===== src/rtl/filt_pkg.sv =====
// -----------------------------------------------------------------------------
// filt_pkg
// Shared definitions for the box-car averaging filter and its downstream
// decimator: filter-length select codes, the code-to-ratio mapping and the
// decimator state encoding.
// No ports (package).
// -----------------------------------------------------------------------------
package filt_pkg;

    // Filter-length select codes (filter length / decimation ratio = 1 << code)
    localparam logic [2:0] FILT_SEL_1  = 3'd0;
    localparam logic [2:0] FILT_SEL_2  = 3'd1;
    localparam logic [2:0] FILT_SEL_4  = 3'd2;
    localparam logic [2:0] FILT_SEL_8  = 3'd3;
    localparam logic [2:0] FILT_SEL_16 = 3'd4;

    typedef enum logic {
        SETTLE = 1'b0,
        RUN    = 1'b1
    } filt_state_e;

    // Decimation ratio for a select code. Codes 5..7 put the upstream filter
    // into delayed passthrough, so every sample is kept.
    function automatic logic [4:0] filt_ratio(input logic [2:0] sel);
        logic [4:0] ratio;
        case (sel)
            FILT_SEL_1:  ratio = 5'd1;
            FILT_SEL_2:  ratio = 5'd2;
            FILT_SEL_4:  ratio = 5'd4;
            FILT_SEL_8:  ratio = 5'd8;
            FILT_SEL_16: ratio = 5'd16;
            default:     ratio = 5'd1;
        endcase
        return ratio;
    endfunction

endpackage


===== src/rtl/filt_decimator_if.sv =====
// -----------------------------------------------------------------------------
// filt_decimator_if
// Sample-stream bundle around the decimator: the upstream sample strobe/data
// and the downstream valid/ready output.
//   in_valid  : upstream sample strobe
//   in_data   : averaged sample from the filter
//   out_valid : decimated FIFO head is valid
//   out_ready : consumer accepts the head this cycle
//   out_data  : FIFO head sample
// Modports:
//   master : the environment (drives samples, consumes output)
//   slave  : the decimator
// -----------------------------------------------------------------------------
interface filt_decimator_if #(
    parameter int BIT_WIDTH = 16
);
    logic                 in_valid;
    logic [BIT_WIDTH-1:0] in_data;
    logic                 out_valid;
    logic                 out_ready;
    logic [BIT_WIDTH-1:0] out_data;

    modport master (
        output in_valid,
        output in_data,
        output out_ready,
        input  out_valid,
        input  out_data
    );

    modport slave (
        input  in_valid,
        input  in_data,
        input  out_ready,
        output out_valid,
        output out_data
    );
endinterface


===== src/rtl/sync_fifo.sv =====
// -----------------------------------------------------------------------------
// sync_fifo
// Single-clock FIFO without fall-through. The head sample is held in a
// register, so a push into an empty FIFO is visible on the next cycle and the
// head stays stable while not popped.
// Ports:
//   clk, sclr   : clock, synchronous active-high clear
//   i_push      : write i_data (caller guarantees room, or a pop in the cycle)
//   i_data      : sample to write
//   i_pop_req   : consumer ready; pops only when the FIFO holds data
//   o_valid     : FIFO not empty
//   o_data      : head sample
//   o_level     : occupancy 0..FIFO_DEPTH
//   o_full      : occupancy == FIFO_DEPTH
// -----------------------------------------------------------------------------
module sync_fifo #(
    parameter int BIT_WIDTH  = 16,
    parameter int FIFO_DEPTH = 8
) (
    input  logic                          clk,
    input  logic                          sclr,
    input  logic                          i_push,
    input  logic [BIT_WIDTH-1:0]          i_data,
    input  logic                          i_pop_req,
    output logic                          o_valid,
    output logic [BIT_WIDTH-1:0]          o_data,
    output logic [$clog2(FIFO_DEPTH):0]   o_level,
    output logic                          o_full
);
    localparam int AW = $clog2(FIFO_DEPTH);
    localparam int LW = AW + 1;

    logic [BIT_WIDTH-1:0] r_mem [FIFO_DEPTH];
    logic [AW-1:0]        r_wr_ptr;
    logic [AW-1:0]        r_rd_ptr;
    logic [LW-1:0]        r_level;
    logic [BIT_WIDTH-1:0] r_head;

    logic          w_pop;
    logic [AW-1:0] w_rd_next;

    assign w_pop     = i_pop_req && (r_level != '0);
    assign w_rd_next = r_rd_ptr + 1'b1;

    // Storage array, no reset so it maps onto RAM
    always_ff @(posedge clk) begin
        if (i_push) begin
            r_mem[r_wr_ptr] <= i_data;
        end
    end

    always_ff @(posedge clk) begin
        if (sclr) begin
            r_wr_ptr <= '0;
            r_rd_ptr <= '0;
            r_level  <= '0;
            r_head   <= '0;
        end else begin
            if (i_push) begin
                r_wr_ptr <= r_wr_ptr + 1'b1;
            end
            if (w_pop) begin
                r_rd_ptr <= w_rd_next;
            end
            case ({i_push, w_pop})
                2'b10:   r_level <= r_level + 1'b1;
                2'b01:   r_level <= r_level - 1'b1;
                default: r_level <= r_level;
            endcase
            // The next head comes from RAM unless the FIFO is (or becomes)
            // empty, in which case the sample being written is the new head.
            // When full, push+pop writes the old head slot, which is never
            // the next head, so the RAM read is still correct.
            if (w_pop) begin
                if (r_level == LW'(1)) begin
                    if (i_push) begin
                        r_head <= i_data;
                    end
                end else begin
                    r_head <= r_mem[w_rd_next];
                end
            end else if ((r_level == '0) && i_push) begin
                r_head <= i_data;
            end
        end
    end

    assign o_valid = (r_level != '0);
    assign o_data  = r_head;
    assign o_level = r_level;
    assign o_full  = (r_level == LW'(FIFO_DEPTH));

endmodule


===== src/rtl/filt_decimator.sv =====
// -----------------------------------------------------------------------------
// filt_decimator
// Decimates the box-car filter output by the filter length selected with
// filt_sel (1, 2, 4, 8, 16; codes 5..7 keep every sample), blanks a settling
// window after reset or a filt_sel change, buffers decimated samples in a
// FIFO and presents them on a valid/ready interface.
// Ports:
//   clk        : clock
//   sclr       : synchronous active-high reset
//   filt_sel   : filter-length code
//   io         : filt_decimator_if.slave (in_valid/in_data, out_valid/
//                out_ready/out_data)
//   fifo_level : FIFO occupancy
//   overflow   : sticky, a decimated sample was dropped on a full FIFO
//   ovf_count  : dropped-sample count, saturating at 255 (only when
//                FILT_DECIMATOR_OVF_CNT_EN is defined)
// Optional feature macro: FILT_DECIMATOR_OVF_CNT_EN
// -----------------------------------------------------------------------------
module filt_decimator
    import filt_pkg::*;
#(
    parameter int BIT_WIDTH    = 16,
    parameter int FIFO_DEPTH   = 8,
    parameter int FILT_LATENCY = 2
) (
    input  logic                        clk,
    input  logic                        sclr,
    input  logic [2:0]                  filt_sel,
    filt_decimator_if.slave             io,
    output logic [$clog2(FIFO_DEPTH):0] fifo_level,
    output logic                        overflow
`ifdef FILT_DECIMATOR_OVF_CNT_EN
    ,
    output logic [7:0]                  ovf_count
`endif
);
    localparam int CNT_W = $clog2(FILT_LATENCY + 1);

    filt_state_e      r_state;
    logic [CNT_W-1:0] r_settle_cnt;
    logic [3:0]       r_phase;
    logic [2:0]       r_sel_q;

    logic       w_sel_change;
    logic [4:0] w_ratio_m1;
    logic       w_phase_last;
    logic       w_push;
    logic       w_full;
    logic       w_fifo_valid;
    logic       w_pop;
    logic       w_push_ok;
    logic       w_drop;

    assign w_sel_change = (filt_sel != r_sel_q);
    assign w_ratio_m1   = filt_ratio(r_sel_q) - 5'd1;
    assign w_phase_last = ({1'b0, r_phase} == w_ratio_m1);

    // Push is decoded from the current state, not registered, so a kept
    // sample reaches the FIFO on the same edge it is presented.
    assign w_push = (r_state == RUN) && !w_sel_change && io.in_valid && w_phase_last;

    // A full FIFO still accepts a push when the head leaves in the same cycle
    assign w_pop     = w_fifo_valid && io.out_ready;
    assign w_push_ok = w_push && (!w_full || w_pop);
    assign w_drop    = w_push && w_full && !w_pop;

    always_ff @(posedge clk) begin
        if (sclr) begin
            r_state      <= SETTLE;
            r_settle_cnt <= CNT_W'(FILT_LATENCY);
            r_phase      <= '0;
            r_sel_q      <= filt_sel;
        end else if (w_sel_change) begin
            // New filter length: upstream output is partial until it refills
            r_sel_q      <= filt_sel;
            r_state      <= SETTLE;
            r_settle_cnt <= CNT_W'(FILT_LATENCY);
            r_phase      <= '0;
        end else begin
            case (r_state)
                SETTLE: begin
                    if (r_settle_cnt == CNT_W'(1)) begin
                        r_state <= RUN;
                        r_phase <= '0;
                    end else begin
                        r_settle_cnt <= r_settle_cnt - 1'b1;
                    end
                end
                RUN: begin
                    if (io.in_valid) begin
                        r_phase <= w_phase_last ? 4'd0 : r_phase + 4'd1;
                    end
                end
            endcase
        end
    end

    sync_fifo #(
        .BIT_WIDTH  (BIT_WIDTH),
        .FIFO_DEPTH (FIFO_DEPTH)
    ) u_fifo (
        .clk       (clk),
        .sclr      (sclr),
        .i_push    (w_push_ok),
        .i_data    (io.in_data),
        .i_pop_req (io.out_ready),
        .o_valid   (w_fifo_valid),
        .o_data    (io.out_data),
        .o_level   (fifo_level),
        .o_full    (w_full)
    );

    assign io.out_valid = w_fifo_valid;

`ifdef FILT_DECIMATOR_OVF_CNT_EN
    logic [7:0] r_ovf_cnt;

    always_ff @(posedge clk) begin
        if (sclr) begin
            r_ovf_cnt <= '0;
        end else if (w_drop && (r_ovf_cnt != 8'hFF)) begin
            r_ovf_cnt <= r_ovf_cnt + 8'd1;
        end
    end

    assign ovf_count = r_ovf_cnt;
    assign overflow  = (r_ovf_cnt != 8'd0);
`else
    logic r_overflow;

    always_ff @(posedge clk) begin
        if (sclr) begin
            r_overflow <= 1'b0;
        end else if (w_drop) begin
            r_overflow <= 1'b1;
        end
    end

    assign overflow = r_overflow;
`endif

endmodule

===== src/flat_wrapper.sv =====
// flat-port wrapper written by rule: the top's interface ports become plain ports
module filt_decimator_flat import filt_pkg::*;
#(
    parameter int BIT_WIDTH    = 16,
    parameter int FIFO_DEPTH   = 8,
    parameter int FILT_LATENCY = 2
)
  (clk, sclr, filt_sel, fifo_level, overflow, io_in_valid, io_in_data, io_out_ready, io_out_valid, io_out_data);
  filt_decimator_if #(.BIT_WIDTH(BIT_WIDTH)) io_i ();
  input  logic clk;
  input  logic sclr;
  input  logic [2:0] filt_sel;
  output logic [$clog2(FIFO_DEPTH):0] fifo_level;
  output logic overflow;
  input wire logic [$bits(io_i.in_valid)-1:0] io_in_valid;
  input wire logic [$bits(io_i.in_data)-1:0] io_in_data;
  input wire logic [$bits(io_i.out_ready)-1:0] io_out_ready;
  output wire logic [$bits(io_i.out_valid)-1:0] io_out_valid;
  output wire logic [$bits(io_i.out_data)-1:0] io_out_data;
  assign io_i.in_valid = io_in_valid;
  assign io_i.in_data = io_in_data;
  assign io_i.out_ready = io_out_ready;
  assign io_out_valid = io_i.out_valid;
  assign io_out_data = io_i.out_data;
  filt_decimator #(.BIT_WIDTH(BIT_WIDTH), .FIFO_DEPTH(FIFO_DEPTH), .FILT_LATENCY(FILT_LATENCY)) u_core (.clk(clk), .sclr(sclr), .filt_sel(filt_sel), .io(io_i), .fifo_level(fifo_level), .overflow(overflow));
endmodule

===== config.mk =====
export PLATFORM = sky130hd
export DESIGN_NAME = filt_decimator_flat
export DESIGN_NICKNAME = d
export VERILOG_FILES = /design/src/rtl/filt_pkg.sv /design/src/rtl/filt_decimator_if.sv /design/src/rtl/sync_fifo.sv /design/src/rtl/filt_decimator.sv /design/src/flat_wrapper.sv
export SDC_FILE = /design/constraint.sdc
export NUM_CORES = 1
export LEC_CHECK = 0
export ABC_AREA = 1
export BUFFER_PORTS_ARGS = -buffer_cell sky130_fd_sc_hd__buf_2
export CORE_MARGIN = 1
export CORE_UTILIZATION = 40
export DETAILED_ROUTE_END_ITERATION = 10
export SLEW_MARGIN = 20
export SYNTH_ARGS = -nofsm -noshare
export SYNTH_HDL_FRONTEND = slang
export SYNTH_SLANG_ARGS = --single-unit

===== constraint.sdc =====
create_clock -name clk -period 3.4 [get_ports clk]
set_input_delay 0.68 -clock clk [delete_from_list [all_inputs] [get_ports clk]]
set_output_delay 0.68 -clock clk [all_outputs]
set_load 0.02 [all_outputs]

==> impl_metrics.toml <==
[sta]
fin_crit_sh = 0.724
report.final.slew_viol_count = 0
hold_viol_final = 0
setup_tns_ns = 0
finalSetupViolations = 0
tightest_slew_ns = 0.997
rsz0062_at_grt = "false"
clock-skew-final_ns = 0.00588
relSlewSlack = 0.335
period_needed_ns = 2.46
setup_ws_ns = 0.937
achievable-frequency_ghz = 0.406

[clock_tree]
cts_root_buf = "clkbuf_16"
worst_setup_hold_path_clk_slew_ns = 0.06
clk_latency_ns = 0.42
cts_tree = "done"
cts_setup_buffers = 0
clockBufferDepth = 2
cts_buffers = 17
h-tree-depth = 4
hold_buffers = 0
cts-resized-gates = 0
clkSinkCount = 165

[yosys]
synth_xor_area_frac = 0.0151
syn_area_per_cell_sq_um = 10.8
synth_area_sq_mm = 0.00696
synth_top_family_by_area = "simple AND/OR/NAND/NOR gates"
synth_compound_area_frac = 0.131
yosys.area.top_type = "edfxtp_1"
yosys_warnings = 0
synth_nets = 673
synth.distinct_cells = 31
synth_top_area_frac = 0.565
synth-simple-area-share = 0.143
synthAdderAreaFrac = 0.0126
synthTopCellsByArea = "edfxtp_1, dfxtp_1, o21ai_0, nor2_1, nand2_1"
muxShareOfSynthArea = 0
ys_seq_area_frac = 0.663
syn_inst = 643
synth_seq_cells = 165

[setup_path]
crit_path_max_fanout = 32
end_kind = "register"
critical_path_class = "register to register"
crit_arrival_ns = 2.78
start_kind = "register"
cp.required_ns = 3.71

[finish]
seq_area_sq_mm = 0.00462
fillers = 1543
area_growth_pct = 15.9
final_common_cell = "edfxtp_1"
multiInputGateArea_sq_mm = 0.00214
finish.net_count = 715
final_cell_mix = "edfxtp_1, nor2_1, o21ai_0"
final_core_utilization = 0.481
antennaDiodeCount = 0
stdcell_area_sq_mm = 0.00806
drive_gt1_frac = 0.160

[floorplan]
die_area_sq_mm = 0.0179
floorplan.initialDensity = 0.415
coreArea_sq_mm = 0.0168
num_rows = 47
dieHeight_um = 134
die_x_um = 134
io_pins = 45

[global_route]
antenna_found_initial = 0
grt_pass1_wl_um = 24900
grt_pass1_vias = 4886
grt.total_usage = 0.183
grt-ovfl-total = 0
grt_max_degree = 65

[route]
drcViolationCount = 0
drtIter0Drc = 269
ant_nets = 0
routed_wirelength_um = 15300
num_vias = 4903
viasPerCell = 5.34
firstDrtPassIters = 5
wl_per_cell_um = 16.6

[worst_hold_path]
hold_path_class = "input pin to register"

[placement]
dp_hpwl_um = 9990
dpl_worst_slack_ns = 0.724
place.gp.congestion = 0.810
placed_cell_area_sq_mm = 0.00746
io_buffers = 44

[pwr]
cellLeakagePower_nw = 2.87
power_density_mw_per_mm2 = 633
vdd_drop_max_uv = 341

[job]
cap_violations = 0

[run_status]
status = "finished, final reports clean"
## worst max-delay path: stages (launching register included)
cell and delay [ns]:
dfxtp_1 0.45, inv_1 0.11, ha_1 0.23, inv_1 0.10
nor3_2 0.07, nor2_2 0.36, inv_1 0.16, nor2_2 0.10
buf_4 0.31, nand2_1 0.09, o21ai_1 0.13, nand3_1 0.10
nand2_1 0.07, nor2_1 0.05
## cells by family (layout without fill, tap and decap cells)
group / count (synthesis) / in the layout
xor+xnor: 12 / 12
fa+ha+maj: 7 / 7
buf+inv: 62 / 117
compound gates: 168 / 168
simple gates: 229 / 229
flops: 165 / 165
## state kept, by name, indices dropped and copies added, names as in the netlist
register / count
u_core.overflow: 1
u_core.r_sel_q: 3
u_core.u_fifo.r_rd_ptr: 3
u_core.u_fifo.o_data: 16
u_core.u_fifo.r_mem: 128
u_core.r_state: 1
u_core.u_fifo.r_wr_ptr: 3
u_core.r_settle_cnt: 2
u_core.r_phase: 4
u_core.u_fifo.o_level: 4
## stage by stage
step                hold slack, ns  power (mW)  std cells
floorplan                    0.468        2.93        643
global placement             0.450        3.20        886
detailed placement           0.459        3.21        886
CTS                          0.435        5.16        918
global route                 0.425        5.35        918
finish                       0.458        5.10        918
## layer usage
layer,GRT usage,vias to the layer above,routed length (um)
li1,-,2368,-
met1,0.204,2419,6290
met2,0.327,96,8160
met3,0.0548,20,522
met4,0.0694,0,299
met5,0,-,0
## path summary, 6_finish.rpt
kind | cells after the start | start | end | slack, ns
min | 1 | filt_sel[0] | u_core.r_sel_q[0] | 0.46
min reg2reg | 1 | u_core.overflow | u_core.overflow | 0.47
max | 13 | u_core.u_fifo.o_level[0] | u_core.u_fifo.o_data[6] | 0.94
max reg2reg | 13 | u_core.u_fifo.o_level[0] | u_core.u_fifo.o_data[6] | 0.94
## synthesized netlist by cell type
library cell and instances:
edfxtp_1 131, nor2_1 105, o21ai_0 80, nand2_1 67, dfxtp_1 34, a21oi_1 31
nand3_1 31, inv_1 24, o21ai_1 22, clkbuf_1 20, o211ai_1 18, o22ai_1 16
buf_2 14, nor3_1 9, ha_1 7, xor2_1 7, xnor2_1 5, nor2_2 4
inv_2 3, nand2_2 2, nand3b_1 2, nand4_1 2, buf_1 1, nand3_2 1
nand4_4 1, nor2_4 1, nor3_2 1, nor3b_1 1, nor4_2 1, o21a_1 1
or2_4 1
## final cells by class
| type | count | area share |
|---|---|---|
| tap | 220 | 0.0341 |
| inverter | 27 | 0.0126 |
| timing repair buffer | 58 | 0.0403 |
| clock buffer | 24 | 0.0597 |
| sequential | 165 | 0.572 |
| clock inverter | 8 | 0.0151 |
| multi-input combinational | 416 | 0.266 |
## where the power goes
part           switching, mW  internal [mW]
clock                  0.731           1.21
combinational          0.614          0.286
sequential            0.0345           2.22
Power figures use the tool's default switching activity.
